File: src/rtl/uart_tx.sv
// uart_tx: UART transmitter sharing the receiver's oversampling clock.
// Serialises a byte LSB-first as start bit, data bits, optional parity bit
// and stop bit, holding each serial bit for PRESCALE clock cycles.
// Optional build macro: UART_TX_TWO_STOP_EN (two stop bits instead of one).
module uart_tx #(
    parameter int DATA_WIDTH = 8,
    parameter int PRESCALE   = 8
) (
    input  logic                  clk_based_on_prescale,
    input  logic                  asy_reset,
    input  logic [DATA_WIDTH-1:0] p_data,
    input  logic                  data_valid,
    input  logic                  par_en,
    input  logic                  par_typ,
    output logic                  tx_out,
    output logic                  busy
);

    localparam int CW = $clog2(PRESCALE);
    localparam int BW = $clog2(DATA_WIDTH);

    localparam logic [CW-1:0] CNT_LAST = CW'(PRESCALE - 1);
    localparam logic [BW-1:0] BIT_LAST = BW'(DATA_WIDTH - 1);
`ifdef UART_TX_TWO_STOP_EN
    localparam logic [BW-1:0] STOP_LAST = BW'(1);
`else
    localparam logic [BW-1:0] STOP_LAST = BW'(0);
`endif

    typedef enum logic [2:0] {
        IDLE,
        START,
        DATA,
        PARITY,
        STOP
    } state_t;

    state_t                state, state_n;
    logic [CW-1:0]         prescale_cnt, prescale_cnt_n;
    logic [BW-1:0]         bit_cnt, bit_cnt_n;
    logic [DATA_WIDTH-1:0] data_reg, data_reg_n;
    logic                  par_en_reg, par_en_reg_n;
    logic                  par_bit, par_bit_n;
    logic                  tx_n, busy_n;

    logic                  cnt_end;
    logic                  last_stop;
    logic                  accept;
    logic [BW-1:0]         next_bit;

    // The bit counter is reused during STOP to count stop bits, so the end
    // of the frame is the last prescale cycle of the last stop bit. A
    // request seen at that exact edge starts the next frame with no gap.
    assign cnt_end   = (prescale_cnt == CNT_LAST);
    assign last_stop = (state == STOP) && cnt_end && (bit_cnt == STOP_LAST);
    assign accept    = data_valid && ((state == IDLE) || last_stop);
    assign next_bit  = bit_cnt + 1'b1;

    // Next-state and next-output logic; every register holds unless changed.
    always_comb begin
        state_n        = state;
        prescale_cnt_n = prescale_cnt;
        bit_cnt_n      = bit_cnt;
        data_reg_n     = data_reg;
        par_en_reg_n   = par_en_reg;
        par_bit_n      = par_bit;
        tx_n           = tx_out;
        busy_n         = busy;

        if (!cnt_end) begin
            prescale_cnt_n = prescale_cnt + 1'b1;
        end else begin
            prescale_cnt_n = '0;
        end

        case (state)
            IDLE: begin
                prescale_cnt_n = '0;
                tx_n           = 1'b1;
                busy_n         = 1'b0;
            end
            START: begin
                if (cnt_end) begin
                    state_n   = DATA;
                    bit_cnt_n = '0;
                    tx_n      = data_reg[0];
                end
            end
            DATA: begin
                if (cnt_end) begin
                    if (bit_cnt == BIT_LAST) begin
                        bit_cnt_n = '0;
                        if (par_en_reg) begin
                            state_n = PARITY;
                            tx_n    = par_bit;
                        end else begin
                            state_n = STOP;
                            tx_n    = 1'b1;
                        end
                    end else begin
                        bit_cnt_n = next_bit;
                        tx_n      = data_reg[next_bit];
                    end
                end
            end
            PARITY: begin
                if (cnt_end) begin
                    state_n   = STOP;
                    bit_cnt_n = '0;
                    tx_n      = 1'b1;
                end
            end
            STOP: begin
                if (cnt_end) begin
                    if (bit_cnt == STOP_LAST) begin
                        state_n = IDLE;
                        tx_n    = 1'b1;
                        busy_n  = 1'b0;
                    end else begin
                        bit_cnt_n = next_bit;
                    end
                end
            end
            default: begin
                state_n = IDLE;
                tx_n    = 1'b1;
                busy_n  = 1'b0;
            end
        endcase

        // Acceptance latches the request and parity so later input changes
        // cannot disturb the frame in flight.
        if (accept) begin
            state_n        = START;
            prescale_cnt_n = '0;
            bit_cnt_n      = '0;
            data_reg_n     = p_data;
            par_en_reg_n   = par_en;
            par_bit_n      = (^p_data) ^ par_typ;
            tx_n           = 1'b0;
            busy_n         = 1'b1;
        end
    end

    // State and output registers; reset aborts any frame without a clock.
    always_ff @(posedge clk_based_on_prescale or negedge asy_reset) begin
        if (!asy_reset) begin
            state        <= IDLE;
            prescale_cnt <= '0;
            bit_cnt      <= '0;
            data_reg     <= '0;
            par_en_reg   <= 1'b0;
            par_bit      <= 1'b0;
            tx_out       <= 1'b1;
            busy         <= 1'b0;
        end else begin
            state        <= state_n;
            prescale_cnt <= prescale_cnt_n;
            bit_cnt      <= bit_cnt_n;
            data_reg     <= data_reg_n;
            par_en_reg   <= par_en_reg_n;
            par_bit      <= par_bit_n;
            tx_out       <= tx_n;
            busy         <= busy_n;
        end
    end

endmodule
File: config.mk
export PLATFORM = sky130hd
export DESIGN_NAME = uart_tx
export DESIGN_NICKNAME = d
export VERILOG_FILES = /design/src/rtl/uart_tx.sv
export SDC_FILE = /design/constraint.sdc
export NUM_CORES = 1
export LEC_CHECK = 0
export ABC_AREA = 0
export CAP_MARGIN = 10
export CORE_UTILIZATION = 55
export CTS_BUF_LIST = sky130_fd_sc_hd__clkbuf_8 sky130_fd_sc_hd__clkbuf_16
export DETAILED_ROUTE_END_ITERATION = 6
export DONT_BUFFER_PORTS = 1
export GPL_ROUTABILITY_DRIVEN = 0
export PLACE_DENSITY = 0.7
export RECOVER_POWER = 25
export SETUP_SLACK_MARGIN = 0.02
export SYNTH_ARGS = -nofsm -noshare
export SYNTH_HDL_FRONTEND = slang
export SYNTH_SLANG_ARGS = --single-unit
File: constraint.sdc
create_clock -name clk_based_on_prescale -period 3.35 [get_ports clk_based_on_prescale]
set_clock_uncertainty 0.1 [all_clocks]
set_input_delay 0.335 -clock clk_based_on_prescale [delete_from_list [all_inputs] [get_ports clk_based_on_prescale]]
set_output_delay 0.335 -clock clk_based_on_prescale [all_outputs]
set_load 0.05 [all_outputs]
# Word-level counts from Yosys, hierarchy flattened
# Cells that the tools add are included.
# classes
add_sub_neg	2
order_cmp	1
eq_ne	16
mux	34
bitwise	1
reduce_logical	14
# op_table
op	count
$mux W3	17
$ne A3 B3 Y1 const B	6
$pmux W3 S5	1
$mux W1	12
$reduce_and A5 Y1	2
$eq A3 B3 Y1 const B	3
$pmux W3 S3	1
$reduce_xor A8 Y1	1
$reduce_and A7 Y1	1
$add A3 B1 Y3 const B	2
$eq A3 B2 Y1 const B	2
$logic_not A3 Y1	2
$lt A3 B4 Y1 const B	1
$pmux W1 S4	1
$reduce_bool A4 Y1	1
$bmux W1 S3	1
$eq A3 B1 Y1 const B	1
$logic_and A1 B1 Y1	3
$ne A3 B1 Y1 const B	1
$ne A3 B2 Y1 const B	1
$reduce_and A3 Y1	1
$reduce_or A3 Y1	1
$ne A2 B1 Y1 const B	1
$ne A2 B2 Y1 const B	1
4 further kinds	4
# totals
regBits	21
in_bits	13
output_inout_bits	2
wordCells	76

# Depth between registers and ports, before layout
# depth
depth_word	7
depth_mapped	9
depth_no_buf	7

# Worst setup path before layout
# Ideal clock, no wire load.
# synth_path
kind	register to register
from	reg prescale_cnt[0]
to	reg data_reg[5]
setup_time_ns	0.127
t_arrival_ns	1.669
required_ns	3.123
setup_slack_ns	1.454
path_stages_with_launch	9
n_path_buf	2
period_less_slack_ns	1.896
cell_sequence	dfrtp_1 > ha_1 > ha_1 > buf_4 > nand3b_1 > nand2_1 > nand2_2 > buf_8 > mux2_1
# synth_via
elab_chain_cells	5
# synth_lines
item	line	text
start: declaration	39	logic [CW-1:0] prescale_cnt, prescale_cnt_n;
start signal: assignment	158	prescale_cnt <= prescale_cnt_n;
$eq A3 B3 Y1	54	assign cnt_end = (prescale_cnt == CNT_LAST);
$logic_and A1 B1 Y1 (2 in series)	55	assign last_stop = (state == STOP) && cnt_end && (bit_cnt == STOP_LAST);
$logic_or A1 B1 Y1	56	assign accept = data_valid && ((state == IDLE) || last_stop);
$logic_and A1 B1 Y1	56	
end signal: assignment	160	data_reg <= data_reg_n;
end: declaration	41	logic [DATA_WIDTH-1:0] data_reg, data_reg_n;
# No other way between the ends.
# A chain may end at the register's enable or synchronous reset.

# Final worst setup path
# Same ends and word-level chain as after synthesis.

==> impl_metrics.json <==
{
  "netlist_area_mm2": 0.00119,
  "synth_enable_flop_cells": 0,
  "hold_violations": 0,
  "dpl.hpwl_um": 1560,
  "first_global_vias": 800,
  "fin_util_pct": 62.1,
  "slew_headroom_pct": 39.8,
  "layout-drive-gt1-share_pct": 9.43,
  "yosys.cell_types.count": 36,
  "ys_warn_count": 0,
  "syn_area_per_cell_um2": 11.4,
  "drtIter0Drc": 16,
  "max_stage_delay_ns": 0.38,
  "switchingPower_mw": 0.0931,
  "period_share_pct": 62.1,
  "synthTopCellsByArea": "dfrtp_1, mux2_1, ha_1",
  "cts_max_level": 1,
  "synth.most_common_cell": "dfrtp_1",
  "numPortBuffers": 0,
  "cts_setup_buffers": 0,
  "leakagePower_nw": 0.561,
  "layout_min_cycle_time_ns": 2.08,
  "wl_per_cell_um": 15.5,
  "cts_buffers": 3,
  "dp_cells": 128,
  "cpMostUsedCell": "ha_1",
  "criticalPathCategory": "flip-flop to flip-flop",
  "synth_common_cells": "dfrtp_1, mux2_1, inv_1, xnor2_1, a21oi_1",
  "crit_path_end_kind": "flip-flop",
  "grt_pass1_wl_um": 3490,
  "p_seq_share_pct": 58.1,
  "die-area_mm2": 0.00236,
  "tightest_slew_ns": 0.900,
  "crit_path_max_fanout": 16,
  "core_mm2": 0.00200,
  "vdd_drop_max_mv": 0.299,
  "synth-main-ff-cell": "dfrtp_1",
  "pin_count": 15,
  "drv_slew": 0,
  "cts_buffer_depth": 2,
  "min_path_type": "input port to flip-flop",
  "drc": 0,
  "grt_max_degree": 22,
  "ant_nets": 0,
  "required_ns": 3.39,
  "grt_antenna_before_repair": 0,
  "worst_setup_path_start_kind": "flip-flop",
  "clk_pin_slew_ns": 0.07,
  "r2r_setup_slack_ns": 1.27,
  "clock_power_share_pct": 36.1,
  "area_delta_synth_final_pct": 4.19,
  "max_freq_mhz": 480,
  "p_comb_share_pct": 5.8,
  "grt.total_usage_pct": 20.4,
  "cp.arrival_ns": 2.12,
  "fillers": 174,
  "power_mw": 0.442,
  "cp_slowest_cell": "dfrtp_1",
  "nNetsFinal": 125,
  "cts_tree": "built",
  "grt_setup_unrepaired": "false",
  "power_density_mw_per_mm2": 355,
  "finalSetupViolCount": 0,
  "path_delay_family": "simple AND/OR/NAND/NOR gates",
  "yosysTopAreaCell": "dfrtp_1",
  "p_int_mw": 0.348,
  "largest_reg_flops": 8,
  "drt-vias-per-instance": 5.89,
  "first_pass_iters": 4,
  "seq_area_frac_synth_pct": 44.1,
  "synth_async_sr_flop_share_pct": 100,
  "cts-root-buf": "clkbuf_8",
  "status": "finished clean",
  "die_h_um": 48.6,
  "cp_num_buf_inv": 0,
  "syn_nets": 123,
  "ff_latch_area_um2": 527,
  "swShare_pct": 21.1,
  "synth.top_cell.area_share_pct": 41.9,
  "fin_cells": 133,
  "die_w_um": 48.6,
  "clk_latency_ns": 0.25,
  "setup_tns_ns": 0,
  "core.rowCount": 16,
  "cap_violations": 0,
  "syn_inst": 105,
  "totalWireLength_um": 2060,
  "cts_sinks": 21,
  "ys_ff_latch": 21,
  "insertedDiodeCount": 0,
  "globalRouteOverflowTotal": 0,
  "vias": 784,
  "initial_core_util_pct": 59.6,
  "cp_cell_sequence": "ha_1 > ha_1 > nand3b_1 > nand2_1 > nand2_2 > mux2_1",
  "multiInputGateArea_um2": 594
}
cell usage in the layout, fill, tap and decap left out:
cell type      Yosys  routed
a31oi_1            2       2
xnor2_1            7       7
o32ai_4            1       1
nand3b_1           1       1
a21oi_1            6       6
dfstp_1            0       1
o221ai_2           1       1
nor3b_1            1       1
dfrtp_1           20      20
or2_0              2       2
and3b_1            1       1
o21ai_1            3       3
inv_1              7       8
a41oi_1            1       1
mux2_1             9       9
dlygate4sd3_1      0       1
nand2_1            5       5
nand2_2            1       1
o22ai_1            3       3
nor3_1             3       3
ha_1               5       5
o21ai_0            3       3
nand2b_1           2       2
nor3b_2            1       1
mux2i_1            1       1
clkbuf_8           0       3
inv_2              2       2
nand3_1            2       2
xor2_1             1       1
nor2_1             4       4
o2bb2ai_1          1       1
o2111ai_1          1       1
mux4_1             2       2
mux2_2             1       1
cells by family after synthesis:
| kind of cell | count (synthesis) | share of synthesized area [%] |
|---|---|---|
| fa+ha+maj | 5 | 5.24 |
| xor+xnor | 8 | 5.87 |
| flops | 21 | 44.1 |
| simple gates | 23 | 10.6 |
| compound gates | 22 | 13.4 |
| buf+inv | 13 | 6.08 |
| mux | 13 | 14.7 |
timing repair:
action | in CTS | in global routing
hold buffers | 1 | 0
hold endpoints to repair | 21 | 0
resized for setup | 0 | 0
through the flow:
stage	setup WS, ns	instance area (µm²)	hold slack, ns
finish	1.27	1240	0.106
global route	1.15	1240	0.0978
CTS	1.27	1240	0.105
detailed placement	1.28	1190	-0.0601
global placement	1.38	1190	-0.0602
floorplan	1.45	1190	-0.0606
cell type report:
class                           instances  area share, %
Clock inverter                          1          0.302
Inverter                                9           2.72
Multi-Input combinational cell         71           47.8
Sequential cell                        21           42.4
Clock buffer                            3           3.32
Tap cell                               27           2.72
Timing Repair Buffer                    1          0.805
power by group through the flow:
stage | clock, mW | sequential (mW) | combinational [mW]
floorplan | 0 | 0.262 | 0.0190
global placement | 0 | 0.262 | 0.0206
detailed placement | 0 | 0.262 | 0.0204
CTS | 0.164 | 0.257 | 0.0264
global route | 0.175 | 0.257 | 0.0288
finish | 0.160 | 0.257 | 0.0254
path summary, 6_finish.rpt:
kind,startpoint,end,depth (start not counted)
worst max-delay path,prescale_cnt[0],data_reg[5],6
worst min-delay path,p_data[4],data_reg[4],1
worst max register to register,prescale_cnt[0],data_reg[5],6
worst min register to register,prescale_cnt[0],prescale_cnt[0],1
max in group asynchronous,asy_reset,data_reg[1],1
min in group asynchronous,asy_reset,par_en_reg,1
metal layers:
| metal | part of all wire, % | vias up | routed length (µm) | track usage, % |
|---|---|---|---|---|
| li1 | - | 376 | - | - |
| met1 | 43 | 380 | 890 | 24.7 |
| met2 | 49 | 24 | 1020 | 33.6 |
| met3 | 5.0 | 4 | 103 | 4.72 |
| met4 | 2.2 | 0 | 46 | 11.3 |
| met5 | 0 | - | 0 | 0 |
Note: power is estimated with default switching activity, not from simulation.
